<file path="src/rtl/lv_param.svh">
// Shared platform constants for the LV BIST blocks.
`ifndef LV_PARAM_SVH
`define LV_PARAM_SVH
localparam int CLK_M = 16;  // core clock in MHz; the timeout default scales with it
`endif

</file>
<file path="src/rtl/lv_bist_pkg.sv">
// Shared types and defaults for the LV logic BIST sequencer.
package lv_bist_pkg;
    `include "lv_param.svh"

    typedef enum logic [2:0] {
        ST_IDLE,
        ST_RUN,
        ST_EVAL,
        ST_GAP,
        ST_REPORT
    } bist_state_e;

    localparam int RSLT_SCAN = 0;
    localparam int RSLT_OWT  = 1;
    localparam int RSLT_INTB = 2;
    localparam int RSLT_TMO  = 3;

    localparam int DEF_BIST_DONE_TMO_TH = 2100 * CLK_M;
    localparam int DEF_BIST_GAP_CYC     = 16;
    localparam int DEF_BIST_RETRY_NUM   = 1;
endpackage

</file>
<file path="src/rtl/lv_bist_ctrl.sv">
// LV logic BIST sequencer: runs the engine, evaluates fail flags, retries
// after a low gap and reports a one-cycle verdict.
module lv_bist_ctrl
    import lv_bist_pkg::*;
#(
    parameter int BIST_DONE_TMO_TH = DEF_BIST_DONE_TMO_TH,
    parameter int BIST_GAP_CYC     = DEF_BIST_GAP_CYC,
    parameter int BIST_RETRY_NUM   = DEF_BIST_RETRY_NUM
) (
    input  logic       i_clk,
    input  logic       i_rst,
    input  logic       i_bist_start,
    input  logic       i_bist_abort,
    output logic       o_bist_en,
    input  logic       i_lv_bist_done,
    input  logic       i_scan_reg_bist_rult,
    input  logic       i_owt_bist_rult,
    input  logic       i_hv_intb_bist_rult,
    output logic       o_bist_busy,
    output logic       o_bist_fin,
    output logic       o_bist_pass,
    output logic [3:0] o_bist_rslt,
    output logic [1:0] o_bist_try_cnt
);
    // One register serves as timeout counter in RUN and gap counter in GAP.
    localparam int CNT_MAX = (BIST_DONE_TMO_TH > BIST_GAP_CYC) ? BIST_DONE_TMO_TH : BIST_GAP_CYC;
    localparam int CNT_W   = (CNT_MAX > 2) ? $clog2(CNT_MAX) : 1;
    localparam logic [CNT_W-1:0] TMO_LAST = CNT_W'(BIST_DONE_TMO_TH - 1);
    // EVAL is the first low cycle of the inter-attempt gap, so GAP itself
    // lasts one cycle less than the full low time.
    localparam logic [CNT_W-1:0] GAP_LAST = CNT_W'((BIST_GAP_CYC > 2) ? BIST_GAP_CYC - 2 : 0);

    bist_state_e      state;
    logic [CNT_W-1:0] cnt;

    always_ff @(posedge i_clk) begin
        if (i_rst) begin
            state          <= ST_IDLE;
            cnt            <= '0;
            o_bist_en      <= 1'b0;
            o_bist_busy    <= 1'b0;
            o_bist_fin     <= 1'b0;
            o_bist_pass    <= 1'b0;
            o_bist_rslt    <= '0;
            o_bist_try_cnt <= '0;
        end else begin
            o_bist_fin <= 1'b0;
            case (state)
                ST_IDLE: begin
                    if (i_bist_start && !i_bist_abort) begin
                        state          <= ST_RUN;
                        cnt            <= '0;
                        o_bist_en      <= 1'b1;
                        o_bist_busy    <= 1'b1;
                        o_bist_pass    <= 1'b0;
                        o_bist_rslt    <= '0;
                        o_bist_try_cnt <= 2'd1;
                    end
                end
                ST_RUN: begin
                    if (i_bist_abort) begin
                        state       <= ST_IDLE;
                        o_bist_en   <= 1'b0;
                        o_bist_busy <= 1'b0;
                        o_bist_pass <= 1'b0;
                    end else if (i_lv_bist_done) begin
                        // Done beats a coincident timeout.
                        state                 <= ST_EVAL;
                        o_bist_en             <= 1'b0;
                        o_bist_rslt[RSLT_SCAN] <= i_scan_reg_bist_rult;
                        o_bist_rslt[RSLT_OWT]  <= i_owt_bist_rult;
                        o_bist_rslt[RSLT_INTB] <= i_hv_intb_bist_rult;
                        o_bist_rslt[RSLT_TMO]  <= 1'b0;
                    end else if (cnt == TMO_LAST) begin
                        state       <= ST_EVAL;
                        o_bist_en   <= 1'b0;
                        o_bist_rslt <= 4'b1000;
                    end else begin
                        cnt <= cnt + 1'b1;
                    end
                end
                ST_EVAL: begin
                    if (i_bist_abort) begin
                        state       <= ST_IDLE;
                        o_bist_busy <= 1'b0;
                        o_bist_pass <= 1'b0;
                    end else if (o_bist_rslt == 4'd0) begin
                        state       <= ST_REPORT;
                        o_bist_fin  <= 1'b1;
                        o_bist_pass <= 1'b1;
                    end else if (int'(o_bist_try_cnt) <= BIST_RETRY_NUM) begin
                        state <= ST_GAP;
                        cnt   <= '0;
                    end else begin
                        state       <= ST_REPORT;
                        o_bist_fin  <= 1'b1;
                        o_bist_pass <= 1'b0;
                    end
                end
                ST_GAP: begin
                    if (i_bist_abort) begin
                        state       <= ST_IDLE;
                        o_bist_busy <= 1'b0;
                        o_bist_pass <= 1'b0;
                    end else if (cnt == GAP_LAST) begin
                        state     <= ST_RUN;
                        cnt       <= '0;
                        o_bist_en <= 1'b1;
                        if (o_bist_try_cnt != 2'd3) begin
                            o_bist_try_cnt <= o_bist_try_cnt + 2'd1;
                        end
                    end else begin
                        cnt <= cnt + 1'b1;
                    end
                end
                ST_REPORT: begin
                    state       <= ST_IDLE;
                    o_bist_busy <= 1'b0;
                end
                default: begin
                    state       <= ST_IDLE;
                    o_bist_en   <= 1'b0;
                    o_bist_busy <= 1'b0;
                end
            endcase
        end
    end
endmodule

</file>
<file path="config.mk">
export PLATFORM = sky130hd
export DESIGN_NAME = lv_bist_ctrl
export DESIGN_NICKNAME = d
export VERILOG_FILES = /design/src/rtl/lv_bist_pkg.sv /design/src/rtl/lv_bist_ctrl.sv
export VERILOG_INCLUDE_DIRS = /design/src /design/src/rtl
export SDC_FILE = /design/constraint.sdc
export NUM_CORES = 1
export LEC_CHECK = 0
export CAP_MARGIN = 20
export CORE_MARGIN = 4
export CORE_UTILIZATION = 35
export CTS_CLUSTER_SIZE = 20
export DETAILED_ROUTE_END_ITERATION = 12
export PLACE_DENSITY = 0.56
export SYNTH_ARGS = -nofsm -noshare
export SYNTH_HDL_FRONTEND = slang
export SYNTH_SLANG_ARGS = --single-unit
</file>
<file path="constraint.sdc">
create_clock -name i_clk -period 2.8 [get_ports i_clk]
set_clock_uncertainty 0.2 [all_clocks]
set_input_delay 0.56 -clock i_clk [delete_from_list [all_inputs] [get_ports i_clk]]
set_output_delay 0.56 -clock i_clk [all_outputs]
set_load 0.02 [all_outputs]
</file>
==> results by group <==
Run status
  – Outcome: finished clean

Synthesis
  – Top cell type by total area after synthesis: sky130_fd_sc_hd__dfxtp_1
  – Top cells by area, synth: sky130_fd_sc_hd__dfxtp_1 33%, sky130_fd_sc_hd__a211oi_1 4.2%, sky130_fd_sc_hd__o32ai_1 4.0%
  – Distinct cells, synth: 47
  – Syn Nets: 235
  – Fraction of registers with async set/reset: 0
  – Most instantiated flip-flop cell in the synthesis netlist: sky130_fd_sc_hd__dfxtp_1
  – Post-Synthesis Cell Area: 1770 µm²
  – Post-Synthesis Cells: 223
  – Most used standard cell by instance count after synthesis: sky130_fd_sc_hd__dfxtp_1
  – Top cell types by occurrence after synthesis: 29 x sky130_fd_sc_hd__dfxtp_1, 18 x sky130_fd_sc_hd__nand2_1, 14 x sky130_fd_sc_hd__nor2_1, 13 x sky130_fd_sc_hd__inv_1, 12 x sky130_fd_sc_hd__a21oi_1
  – Warnings, synthesis: 0
  – Mean cell area of the mapped netlist: 7.94 µm²
  – Number of synthesized flops with an enable pin: 0
  – Seq cells post-synth: 29
  – Post-synth top area share: 0.328
  – Sequential share of the synthesized area: 0.328

Timing
  – Ratio of final minimum period to clock period: 0.873
  – Worst max-slew margin expressed relative to the limit: 0.543
  – Top achievable clock speed: 0.409 GHz
  – RSZ-0062 raised after global routing: false
  – Max-slew violation count: 0
  – Final-report hold violation count: 0
  – Minimum period implied by the final worst setup slack: 2.44 ns
  – Actual transition at the worst max-transition pin: 0.685 ns
  – Final Hold Slack: 0.279 ns
  – Total Neg Setup Slack: 0 ns
  – Number of failing setup endpoints in the final timing report: 0

Die
  – Starting density of the core: 0.368
  – Height of the die: 79.1 µm
  – Placement row count: 25
  – Floorplan core area: 4820 µm²
  – Die area: 6260 µm²
  – I/O Pins: 18
  – Width of the die: 79.1 µm

Min path
  – Hold path startpoint: o_bist_rslt[0]$_SDFFE_PP0P_
  – Class of the tightest hold or removal check: reg -> reg
  – Hold Crit Depth: 2
  – WHS Endpoint: o_bist_rslt[0]$_SDFFE_PP0P_

Clock network
  – Clock buffer count from CTS: 5
  – Hold-fix buffers, CTS: 0
  – Maximum level of the CTS H-tree: 2
  – Resized cells post-CTS: 0
  – Clock net sink count: 29
  – CTS tree: yes
  – Root buffer cell: sky130_fd_sc_hd__clkbuf_8
  – Clk pin slew, worst setup/hold paths: 0.06 ns
  – Setup Fix Bufs, Post-CTS: 0
  – Worst-case clock buffer depth: 2
  – Source-to-sink clock delay at the later pin of the worst-skew pair: 0.28 ns

Worst setup path
  – CP Launch Type: register
  – Critical path class: reg -> reg
  – Kind of capture point of the worst setup path: register
  – Worst-case reg-to-reg path depth: 6
  – Endpoint arrival time on the critical path: 2.45 ns
  – Critical path peak fanout: 5
  – R2R setup slack: 0.36 ns
  – Reg-to-reg critical path startpoint: cnt[11]$_SDFFE_PP0P_
  – Data required, critical path: 2.81 ns
  – Destination of the worst register-to-register timing path: o_bist_en$_SDFFE_PP0P_

Run
  – Max capacitance violation total: 0

Route
  – Antenna violation net count after detailed routing: 0
  – Highest metal layer used by the detailed router: met4
  – DRC violation count after routing: 0
  – Routed length on met3: 276 µm
  – Sum of routed wire segments on met1: 2420 µm
  – Drt wl/cell: 14.9 µm
  – Total routed wirelength: 4790 µm
  – Via Count: 1,798
  – Detailed-routing iteration count for the pre-antenna-repair pass: 4
  – Detailed-route vias per instance: 5.60
  – 1st-iter DRT viols: 146
  – Met2 routed WL: 2050 µm

Layout
  – Total inserted antenna cells: 0
  – Layout cell share with drive strength beyond 1: 0.150
  – Total Nets Final: 266
  – Non-Filler Cell Area, Final: 2210 µm²
  – Area growth from synthesis to layout: 24.7%

Global routing
  – Number of antenna violations at the first check in global routing: 0
  – Global-route wire length before repair: 8290 µm
  – Total overflow reported by the global router: 0
  – Number of global-route vias before repair: 1,643
  – GRT Util Overall: 0.167
  – Pin count of the biggest net entering global routing: 18

Pwr
  – Reported net switching power: 296 µW
  – Int Power: 717 µW
  – Pleak: 0.000712 µW
  – Clock share of power: 0.351
  – Portion of total power attributed to sequential cells: 0.432
  – Switch share: 0.292
  – Peak VDD IR: 0.219 mV
  – Combinational cell fraction of total power: 0.216
  – P per Cell Area: 459 nW/µm²

Placed design
  – Placer Congestion: 0.841
  – Port Buffer Count: 17
  – Post-place instance area: 2120 µm²
  – Final HPWL from detailed placement: 3530 µm
power by group through the flow:
stage                     clock, µW  combinational [µW]  sequential [µW]
after detailed placement          0                 219              447
after floorplan                   0                 123              451
after CTS                       364                 220              438
after global routing            389                 245              439
final                           356                 219              438
after global placement            0                 221              447
worst max-delay path, cell delays in order, from the launching register on:
cell,delay [ns]
sky130_fd_sc_hd__dfxtp_1,0.34
sky130_fd_sc_hd__or4_4,0.57
sky130_fd_sc_hd__nor4_4,0.35
sky130_fd_sc_hd__buf_4,0.20
sky130_fd_sc_hd__nor3_2,0.06
sky130_fd_sc_hd__or4_1,0.47
sky130_fd_sc_hd__a31oi_1,0.18
cells in the final DEF, fill, tap and decap left out, types with 10 or more instances in the layout:
cell,count
sky130_fd_sc_hd__o21ai_0,10
sky130_fd_sc_hd__clkdlybuf4s50_1,17
sky130_fd_sc_hd__a21oi_1,12
sky130_fd_sc_hd__nand3_1,11
sky130_fd_sc_hd__nand2_1,18
sky130_fd_sc_hd__nor2_1,14
sky130_fd_sc_hd__buf_4,20
sky130_fd_sc_hd__inv_1,13
sky130_fd_sc_hd__dfxtp_1,29
sky130_fd_sc_hd__a211oi_1,10
logic make-up after synthesis:
logic type,share of synthesized area
flip-flops,0.328
AND/OR/NAND/NOR,0.326
adder cells (fa/ha/maj),0.0282
multiplexers,0.00565
AO/OA/AOI/OAI,0.255
buffers and inverters,0.0572
worst max path at each step:
stage | startpoint | end | slack [ns] | cells past startpoint
CTS | cnt[11]$_SDFFE_PP0P_ | o_bist_en$_SDFFE_PP0P_ | 0.36 | 6
global placement | i_bist_abort | o_bist_rslt[3]$_SDFFE_PP0P_ | 0.23 | 7
floorplan | i_bist_abort | cnt[11]$_SDFFE_PP0P_ | 0.45 | 8
finish | cnt[11]$_SDFFE_PP0P_ | o_bist_en$_SDFFE_PP0P_ | 0.36 | 6
global route | cnt[0]$_SDFFE_PP0P_ | cnt[12]$_SDFFE_PP0P_ | 0.20 | 7
detailed placement | i_bist_abort | o_bist_rslt[3]$_SDFFE_PP0P_ | 0.12 | 7
state kept, by name, summed over array words and instances (netlist names):
| signal | flops |
|---|---|
| cnt | 16 |
| o_bist_busy | 1 |
| o_bist_en | 1 |
| o_bist_fin | 1 |
| o_bist_pass | 1 |
| o_bist_rslt | 4 |
| o_bist_try_cnt | 2 |
| state | 3 |
routing by layer:
| layer | up-vias | track usage |
|---|---|---|
| met5 | - | 0 |
| met4 | 0 | 0.0464 |
| met3 | 5 | 0.0476 |
| met2 | 38 | 0.237 |
| met1 | 837 | 0.242 |
| li1 | 918 | - |
per-stage QoR:
step | worst slack, ns | power [µW] | utilization | instances
6_report | 0.355 | 1010 | 0.459 | 321
5_1_grt | 0.203 | 1070 | 0.459 | 321
4_1_cts | 0.357 | 1020 | 0.459 | 321
3_5_place_dp | 0.121 | 666 | 0.441 | 314
3_3_place_gp | 0.228 | 668 | 0.441 | 314
2_1_floorplan | 0.449 | 574 | - | 223
area by class of cell:
cell class	count	area [µm²]
fill	511	2610
multi-input combinational	168	1090
sequential	29	581
timing repair buffer	37	320
clock buffer	7	86.3
tap	67	83.8
inverter	13	48.8
No activity file was read; power rests on OpenSTA's default activity.
